$ cat config.mk
export PLATFORM = sky130hd
export DESIGN_NAME = g2b_tracker
export DESIGN_NICKNAME = d
export VERILOG_FILES = /design/src/rtl/g2b_pkg.sv /design/src/rtl/g2b_sync.sv /design/src/rtl/g2b_tracker.sv
export SDC_FILE = /design/constraint.sdc
export NUM_CORES = 1
export LEC_CHECK = 0
export ABC_AREA = 1
export CAP_MARGIN = 20
export CORE_MARGIN = 3
export CORE_UTILIZATION = 40
export CTS_BUF_LIST = sky130_fd_sc_hd__clkbuf_8
export CTS_CLUSTER_SIZE = 30
export DETAILED_ROUTE_END_ITERATION = 6
export PLACE_DENSITY_LB_ADDON = 0.1
export SYNTH_ARGS = -nofsm -noshare
export SYNTH_HDL_FRONTEND = slang
export SYNTH_SLANG_ARGS = --single-unit
$ cat constraint.sdc
create_clock -name clk -period 3.15 [get_ports clk]
set_input_delay 0.4725 -clock clk [delete_from_list [all_inputs] [get_ports clk]]
set_output_delay 0.4725 -clock clk [all_outputs]
set_load 0.01 [all_outputs]
$ cat src/rtl/g2b_pkg.sv
// Shared types and helpers for the gray-to-binary tracker: FSM state encoding,
// a width-generic gray decode and a popcount used for the Hamming-distance check.
package g2b_pkg;

  localparam int G2B_MAX_W = 32;

  typedef enum logic [1:0] {
    FILL  = 2'd0,
    PRIME = 2'd1,
    TRACK = 2'd2
  } state_t;

  // b[i] = XOR of g[j] for j >= i, i.e. b[i] = b[i+1] ^ g[i] with b[w-1] = g[w-1]
  function automatic logic [G2B_MAX_W-1:0] gray2bin(input logic [G2B_MAX_W-1:0] g,
                                                    input int w);
    logic [G2B_MAX_W-1:0] b;
    b = g;
    for (int i = 1; i < w; i++) begin
      b = b ^ (g >> i);
    end
    return b;
  endfunction

  function automatic int unsigned popcount(input logic [G2B_MAX_W-1:0] v);
    int unsigned          cnt;
    logic [G2B_MAX_W-1:0] w_v;
    cnt = 0;
    w_v = v;
    for (int i = 0; i < G2B_MAX_W; i++) begin
      cnt = cnt + {31'b0, w_v[0]};
      w_v = w_v >> 1;
    end
    return cnt;
  endfunction

endpackage

$ cat src/rtl/g2b_sync.sv
// Multi-flop synchroniser for a gray-coded bus; only one bit changes per legal
// step, so per-bit synchronisation keeps the word coherent.
module g2b_sync #(
  parameter int WIDTH  = 4,
  parameter int STAGES = 2
) (
  input  logic             clk,
  input  logic             rst_n,
  input  logic [WIDTH-1:0] i_d,
  output logic [WIDTH-1:0] o_q
);

  logic [STAGES-1:0][WIDTH-1:0] r_chain;

  always_ff @(posedge clk or negedge rst_n) begin
    if (!rst_n) begin
      r_chain <= '0;
    end else begin
      r_chain <= {r_chain[STAGES-2:0], i_d};
    end
  end

  assign o_q = r_chain[STAGES-1];

endmodule

$ cat src/rtl/g2b_tracker.sv
// Gray-to-binary receive tracker: synchronises an asynchronous gray bus, decodes
// it and flags +/-1 steps and illegal jumps. Optional error counter: G2B_TRACKER_ERR_CNT_EN.
//
// state | meaning
// FILL  | waiting SYNC_STAGES cycles for the synchroniser to fill after reset
// PRIME | load g_prev and bin_out from the first synchronised value, no pulses
// TRACK | compare each synchronised value with g_prev and report steps/jumps
module g2b_tracker
  import g2b_pkg::*;
#(
  parameter int WIDTH       = 4,
  parameter int SYNC_STAGES = 2,
  parameter int ERR_CNT_W   = 8
) (
  input  logic                 clk,
  input  logic                 rst_n,
  input  logic [WIDTH-1:0]     gray_in,
  input  logic                 err_clr,
  output logic [WIDTH-1:0]     bin_out,
  output logic                 bin_valid,
  output logic                 dir,
  output logic                 step_err,
  output logic [ERR_CNT_W-1:0] err_cnt
);

  localparam int FILL_W = $clog2(SYNC_STAGES + 1);

  state_t              r_state,     w_state_n;
  logic [FILL_W-1:0]   r_fill,      w_fill_n;
  logic [WIDTH-1:0]    r_gprev,     w_gprev_n;
  logic [WIDTH-1:0]    r_bin,       w_bin_n;
  logic                r_dir,       w_dir_n;
  logic                r_bin_valid, w_bin_valid_n;
  logic                r_step_err,  w_step_err_n;

  logic [WIDTH-1:0]    w_gs;
  logic [WIDTH-1:0]    w_dec;
  int unsigned         w_dist;

  g2b_sync #(
    .WIDTH  (WIDTH),
    .STAGES (SYNC_STAGES)
  ) u_sync (
    .clk   (clk),
    .rst_n (rst_n),
    .i_d   (gray_in),
    .o_q   (w_gs)
  );

  assign w_dec  = WIDTH'(gray2bin(G2B_MAX_W'(w_gs), WIDTH));
  assign w_dist = popcount(G2B_MAX_W'(w_gs ^ r_gprev));

  always_ff @(posedge clk or negedge rst_n) begin
    if (!rst_n) begin
      r_state     <= FILL;
      r_fill      <= '0;
      r_gprev     <= '0;
      r_bin       <= '0;
      r_dir       <= 1'b0;
      r_bin_valid <= 1'b0;
      r_step_err  <= 1'b0;
    end else begin
      r_state     <= w_state_n;
      r_fill      <= w_fill_n;
      r_gprev     <= w_gprev_n;
      r_bin       <= w_bin_n;
      r_dir       <= w_dir_n;
      r_bin_valid <= w_bin_valid_n;
      r_step_err  <= w_step_err_n;
    end
  end

  always_comb begin
    w_state_n     = r_state;
    w_fill_n      = r_fill;
    w_gprev_n     = r_gprev;
    w_bin_n       = r_bin;
    w_dir_n       = r_dir;
    w_bin_valid_n = 1'b0;
    w_step_err_n  = 1'b0;
    unique case (r_state)
      FILL: begin
        if (r_fill == FILL_W'(SYNC_STAGES - 1)) begin
          w_state_n = PRIME;
        end else begin
          w_fill_n = r_fill + 1'b1;
        end
      end
      PRIME: begin
        w_gprev_n = w_gs;
        w_bin_n   = w_dec;
        w_state_n = TRACK;
      end
      TRACK: begin
        if (w_dist != 0) begin
          w_gprev_n     = w_gs;
          w_bin_n       = w_dec;
          w_bin_valid_n = 1'b1;
          if (w_dist == 1) begin
            w_dir_n = (w_dec == WIDTH'(r_bin + 1'b1));
          end else begin
            // multi-bit jump: resynchronise to the new value, direction is meaningless
            w_step_err_n = 1'b1;
          end
        end
      end
      default: begin
        w_state_n = FILL;
      end
    endcase
  end

  assign bin_out   = r_bin;
  assign dir       = r_dir;
  assign bin_valid = r_bin_valid;
  assign step_err  = r_step_err;

`ifdef G2B_TRACKER_ERR_CNT_EN
  logic [ERR_CNT_W-1:0] r_err_cnt;

  // counts on the same edge that raises step_err; clear wins over increment
  always_ff @(posedge clk or negedge rst_n) begin
    if (!rst_n) begin
      r_err_cnt <= '0;
    end else if (err_clr) begin
      r_err_cnt <= '0;
    end else if (w_step_err_n && (r_err_cnt != {ERR_CNT_W{1'b1}})) begin
      r_err_cnt <= r_err_cnt + 1'b1;
    end
  end

  assign err_cnt = r_err_cnt;
`else
  logic w_unused_err_clr;
  assign w_unused_err_clr = err_clr;
  assign err_cnt          = '0;
`endif

endmodule

==> impl_metrics.json, run 1 <==
{
  "status": "completed",
  "worst_slew_pin_slew_ns": 0.923,
  "crit_buf_inv": 3,
  "detail-route-antenna-nets": 0,
  "reg2reg_to": "bin_out[0]",
  "yosys-top-cells-area": "dfrtp_1 48%, nand2_1 12%, buf_4 5.9%",
  "fin_tns_setup_ns": 0,
  "htreeDepth": 1,
  "max_freq_mhz": 410,
  "antenna_found_initial": 0,
  "crit_required_ns": 3.30,
  "ys.flop_type": "dfrtp_1",
  "clockRootBuffer": "clkbuf_8",
  "io_pins": 22,
  "multi_input_area_sq_um": 482,
  "path_class": "reg2reg",
  "vias": 779,
  "overflow": 0,
  "rows": 18,
  "clock-sinks": 22,
  "cts-resized-gates": 0,
  "critical_path.max_fanout": 14,
  "setup_violations": 0,
  "critPathMaxStageDelay_ns": 0.44,
  "crit_family": "adder cells",
  "endpoint_kind": "flop",
  "crit_path_start_kind": "flop",
  "grt_pass1_wl_mm": 2.79,
  "path_clk_slew_ns": 0.08,
  "synth_xor_area_share_pct": 3.04,
  "total_power_w": 0.00145,
  "synthSimpleGateAreaFrac_pct": 23.0,
  "drc": 0,
  "p_per_area_nw_per_um2": 1090,
  "fillCellCount": 241,
  "synth_commonest_cells": "38 x nand2_1, 22 x dfrtp_1, 15 x inv_1",
  "grt_pass1_vias": 638,
  "synth.ff_latch_count": 22,
  "synth_mux_area_share_pct": 0,
  "drt-initial-drc-count": 24,
  "die_h_um": 59.7,
  "synth-compound-area-share_pct": 7.06,
  "drive_above_1_share_pct": 13.9,
  "hold_end": "u_sync.o_q[2]",
  "vias_per_cell": 4.48,
  "synth_cell_types": 23,
  "slowest_stage": "fa_1",
  "synth_top_area_share_pct": 47.8,
  "cap_viol_max_count": 0,
  "syn_to_final_growth_pct": 15.3,
  "die_area_sq_um": 3560,
  "path_cells": "inv_1, nand2_1, nand2_1, inv_1, fa_1, ha_1, ha_1, inv_1, nand2_2, o21ai_2, nand2_4, nor2_1, a21oi_2",
  "fin_crit_sh_pct": 77.5,
  "die_x_um": 59.7,
  "antenna_cells": 0,
  "ctsHoldBuffers": 0,
  "p_leak_nw": 0.681,
  "synth_top_family_by_area": "simple AND/OR/NAND/NOR gates",
  "hp-class": "reg2reg",
  "core-area_sq_um": 2610,
  "synth_top_area_cell": "dfrtp_1",
  "dr.pass1.iters": 4,
  "place_congestion": 0.808,
  "synth_adder_area_share_pct": 6.08,
  "numCtsBuffers": 3,
  "r2r_cells": 13,
  "place_hpwl_mm": 1.29,
  "syn_area_sq_um": 1150,
  "routed_wl_mm": 1.67,
  "crit_path_frequent_cell": "inv_1",
  "ys_warn_count": 0,
  "seq_area_frac_synth_pct": 47.8,
  "synth.most_common_cell": "nand2_1",
  "cts_tree": "done",
  "grt_start_max_net_pins": 23,
  "relSlewSlack_pct": 38.3,
  "period_needed_ns": 2.44,
  "port_buffers": 12,
  "cts_setup_buffers": 0,
  "ir_worst_vdd_mv": 0.524,
  "seqCellArea_sq_um": 551,
  "fin_nets": 157,
  "async_flop_share_pct": 100,
  "avgRoutedWirePerCell_um": 9.58,
  "hold_start": "u_sync.r_chain[2]",
  "r2r-start": "u_sync.o_q[3]",
  "avgSynthCellArea_sq_um": 8.80,
  "finalMaxSlewViolations": 0,
  "synth-edff-count": 0,
  "min_path_cells": 0,
  "clkLatencyLatePin_ns": 0.26,
  "track_usage_pct": 10.7,
  "fin_worst_skew_ns": 0.00306,
  "rsz0062_at_grt": "no",
  "clk_path_buf_depth": 2,
  "cp.arrival_ns": 2.59,
  "r2r_slack_ns": 0.71,
  "syn_inst": 131,
  "finalHoldViolations": 0,
  "start_util_pct": 44.1
}
metal layers:
metal / global-route usage (%) / vias to the layer above / wire [um]
met2: 16.2 / 19 / 747
met5: 0 / - / 0
met3: 3.24 / 2 / 91
met4: 4.75 / 0 / 27
li1: - / 408 / -
met1: 14.2 / 350 / 800
final cells by class:
cell class	count	share of cell area, %
Sequential cell	22	41.4
Clock buffer	3	3.11
Tap cell	30	2.82
Timing Repair Buffer	12	9.04
Inverter	18	5.08
Multi-Input combinational cell	88	36.3
Clock inverter	1	2.26
flip-flops by register name (all words and copies together) (netlist names):
name and cells:
bin_out 3, dir 1, r_gprev 4, bin_valid 1, r_fill 2, u_sync.o_q 4, u_sync.r_chain 4, step_err 1
r_state 2
where the power goes:
part           internal, W  switching (W)
Combinational     0.000319       0.000459
Clock             0.000170      0.0000911
Sequential        0.000361      0.0000502
placed cells by master, fill, tap and decap left out:
| cell | synthesis | layout |
|---|---|---|
| conb_1 | 1 | 8 |
| fa_1 | 1 | 1 |
| clkdlybuf4s50_1 | 0 | 12 |
| nor2_1 | 6 | 6 |
| nor3_1 | 1 | 1 |
| a21oi_2 | 4 | 4 |
| nand2_2 | 3 | 3 |
| nor2_4 | 1 | 1 |
| xnor2_1 | 1 | 1 |
| ha_1 | 4 | 4 |
| clkbuf_8 | 0 | 3 |
| nand2_1 | 38 | 38 |
| nand3b_1 | 1 | 1 |
| bufinv_16 | 0 | 1 |
| o21ai_0 | 2 | 2 |
| nor2_2 | 1 | 1 |
| nand2_4 | 1 | 1 |
| inv_2 | 3 | 3 |
| inv_1 | 15 | 15 |
| nand3_1 | 8 | 8 |
| dfrtp_1 | 22 | 22 |
| a21oi_1 | 2 | 2 |
| xor2_1 | 3 | 3 |
| o21ai_2 | 3 | 3 |
how the worst max path moves through the flow:
stage | end | cells after the start | start | slack [ns]
after global routing | bin_out[0] | 13 | u_sync.o_q[3] | 0.54
after CTS | bin_out[0] | 13 | u_sync.o_q[3] | 0.68
final | bin_out[0] | 13 | u_sync.o_q[3] | 0.71
after detailed placement | bin_out[0] | 13 | u_sync.o_q[3] | 0.70
after floorplan | r_gprev[2] | 14 | u_sync.o_q[3] | 0.86
after global placement | r_gprev[1] | 13 | u_sync.o_q[3] | 0.74
through the flow:
step           instances  worst slack [ns]  area [sq um]  hold WS, ns  utilization (%)
2_1_floorplan        138             0.864          1180        0.177                -
3_3_place_gp         170             0.738          1260        0.333             48.1
3_5_place_dp         170             0.704          1260        0.335             48.1
4_1_cts              174             0.684          1330        0.354             50.9
5_1_grt              174             0.537          1330        0.360             50.9
6_report             174             0.710          1330        0.352             50.9
cells by family (layout without fill, tap and decap cells):
| logic type | count (synthesis) | after routing |
|---|---|---|
| compound gates | 11 | 11 |
| fa+ha+maj | 5 | 5 |
| buf+inv | 28 | 34 |
| flops | 22 | 22 |
| simple gates | 60 | 60 |
| other cells | 1 | 8 |
| xor+xnor | 4 | 4 |
Power figures use the tool's default switching activity.
==> run 2: changes to the inputs <==
==> constraint.sdc (replaced) <==
create_clock -name clk -period 2.5 [get_ports clk]
set_input_delay 0.375 -clock clk [delete_from_list [all_inputs] [get_ports clk]]
set_output_delay 0.375 -clock clk [all_outputs]
set_load 0.01 [all_outputs]
==> impl_metrics.json, run 2 (synthesized netlist as in run 1, its figures left out) <==
{
  "crit_path_start_kind": "flop",
  "max_freq_mhz": 415,
  "path_cells": "inv_2, nand2_2, nand2_2, inv_1, fa_1, ha_2, ha_1, inv_2, nand2_2, o21ai_4, nand2_4, nor2_1, a21oi_1",
  "hold_end": "u_sync.o_q[2]",
  "setup_violations": 0,
  "critical_path.max_fanout": 7,
  "hp-class": "reg2reg",
  "cap_viol_max_count": 0,
  "cp.arrival_ns": 2.56,
  "switching_share_pct": 43.2,
  "finalHoldViolations": 0,
  "clockRootBuffer": "clkbuf_8",
  "detail-route-antenna-nets": 0,
  "grt_pass1_vias": 661,
  "clkLatencyLatePin_ns": 0.26,
  "fin_crit_sh_pct": 96.5,
  "place_hpwl_mm": 1.34,
  "grt_use_met2_pct": 16.5,
  "dr.pass1.iters": 4,
  "grt_use_met3_pct": 3.24,
  "seqPwrFrac_pct": 24.8,
  "combPwrFrac_pct": 59.7,
  "rows": 18,
  "clk_path_buf_depth": 2,
  "final_common_cell": "nand2_1",
  "drt-initial-drc-count": 31,
  "syn_to_final_growth_pct": 21.7,
  "crit_family": "adder cells",
  "setup_ws_ns": 0.0879,
  "vias": 844,
  "instances_no_fill": 180,
  "hold_start": "u_sync.r_chain[2]",
  "r2r_slack_ns": 0.09,
  "place_congestion": 0.804,
  "p_per_area_nw_per_um2": 1510,
  "min_path_cells": 0,
  "drc": 0,
  "htreeDepth": 1,
  "io_pins": 22,
  "grt.met1_usage_pct": 15.1,
  "period_needed_ns": 2.41,
  "path_class": "reg2reg",
  "final_cell_mix": "35 x nand2_1, 22 x dfrtp_1, 12 x inv_1, 12 x clkdlybuf4s50_1",
  "p_int_w": 0.00120,
  "p_leak_nw": 0.704,
  "place_inst": 171,
  "antenna_found_initial": 0,
  "clock_power_share_pct": 15.5,
  "slowest_stage": "fa_1",
  "ir_worst_vdd_mv": 0.869,
  "avgRoutedWirePerCell_um": 10.9,
  "overflow": 0,
  "critPathMaxStageDelay_ns": 0.46,
  "start_util_pct": 44.1,
  "p_switching_w": 0.000914,
  "total_power_w": 0.00211,
  "port_buffers": 12,
  "r2r-start": "r_gprev[3]",
  "fin_worst_skew_ns": 0.000470,
  "status": "completed",
  "track_usage_pct": 11.0,
  "fillCellCount": 242,
  "preCtsSetupSlack_ns": 0.0467,
  "path_clk_slew_ns": 0.08,
  "endpoint_kind": "flop",
  "die_x_um": 59.7,
  "numCtsBuffers": 3,
  "r2r_cells": 13,
  "grt_pass1_wl_mm": 2.91,
  "die_h_um": 59.7,
  "crit_required_ns": 2.65,
  "antenna_cells": 0,
  "reg2reg_to": "bin_out[1]",
  "core-area_sq_um": 2610,
  "fin_nets": 163,
  "grt_start_max_net_pins": 23,
  "crit_path_frequent_cell": "nand2_2",
  "top_usage_layer": "met2",
  "cts_tree": "done",
  "drive_above_1_share_pct": 24.0,
  "finalMaxSlewViolations": 0,
  "clock-sinks": 22,
  "vias_per_cell": 4.69,
  "die_area_sq_um": 3560,
  "routed_wl_mm": 1.96,
  "crit_buf_inv": 3
}
-- run 2: worst register-to-register path: cells and delay by family (launching register included) --
kind	cells	cell delay, ns
buffers and inverters	3	0.18
AOI/OAI and AO/OA	2	0.29
and+or+nand+nor	5	0.46
adders and majority gates	3	0.94
DFF	1	0.41
-- run 2: layout make-up --
class,instances,area (sq um),area share (%)
multi-input cells,89,518,36.9
clock inverters,1,30.0,2.14
repair buffers,17,158,11.2
well taps,30,37.5,2.68
flip-flops and latches,22,551,39.3
inverters,18,67.6,4.82
clock buffers,3,41.3,2.94
-- run 2: power by group through the flow --
stage               Sequential [W]  Clock (W)  Combinational [W]
global placement          0.000522          0           0.000988
finish                    0.000524   0.000328            0.00126
CTS                       0.000520   0.000336            0.00101
floorplan                 0.000538          0           0.000815
detailed placement        0.000527          0            0.00101
global route              0.000539   0.000353            0.00140
-- run 2: per-layer routing --
metal | share of wire [%] | vias to the layer above
met2 | 48 | 23
met4 | 0.97 | 0
met3 | 5.7 | 2
li1 | - | 427
met1 | 46 | 392
met5 | 0 | -
-- run 2: through the flow --
step	util (%)	hold WS (ns)	area, sq um	TNS (ns)
final	53.7	0.352	1400	0
after global routing	53.7	0.358	1400	-0.142
after CTS	51.1	0.354	1340	0
after detailed placement	48.4	0.335	1260	0
after global placement	48.4	0.333	1260	0
after floorplan	-	0.0794	1180	0
-- run 2: timing repair --
action                     in CTS  in global routing
setup endpoints to repair       0                  8
hold endpoints to repair        0                  0
hold buffers                    0                  0
setup buffers                   0                  4
resized for setup               0                 12
-- run 2: worst max path at each step --
stage / from / slack (ns) / depth (start not counted) / to
after global routing: r_gprev[3] / -0.04 / 13 / bin_out[1]
after detailed placement: u_sync.o_q[3] / 0.05 / 13 / r_gprev[0]
final: r_gprev[3] / 0.09 / 13 / bin_out[1]
after CTS: u_sync.o_q[3] / 0.04 / 13 / r_gprev[0]
after floorplan: u_sync.o_q[3] / 0.21 / 14 / r_gprev[2]
after global placement: u_sync.o_q[3] / 0.09 / 13 / r_gprev[1]
==> run 3: changes to the inputs <==
--- a/config.mk
+++ b/config.mk
@@ -12,6 +12,7 @@
 export CTS_BUF_LIST = sky130_fd_sc_hd__clkbuf_8
 export CTS_CLUSTER_SIZE = 30
 export DETAILED_ROUTE_END_ITERATION = 6
+export HOLD_SLACK_MARGIN = 0.08
 export PLACE_DENSITY_LB_ADDON = 0.1
 export SYNTH_ARGS = -nofsm -noshare
 export SYNTH_HDL_FRONTEND = slang
==> results of run 3 <==
No change in the layout: final DEF, timing and power equal those of run 2.
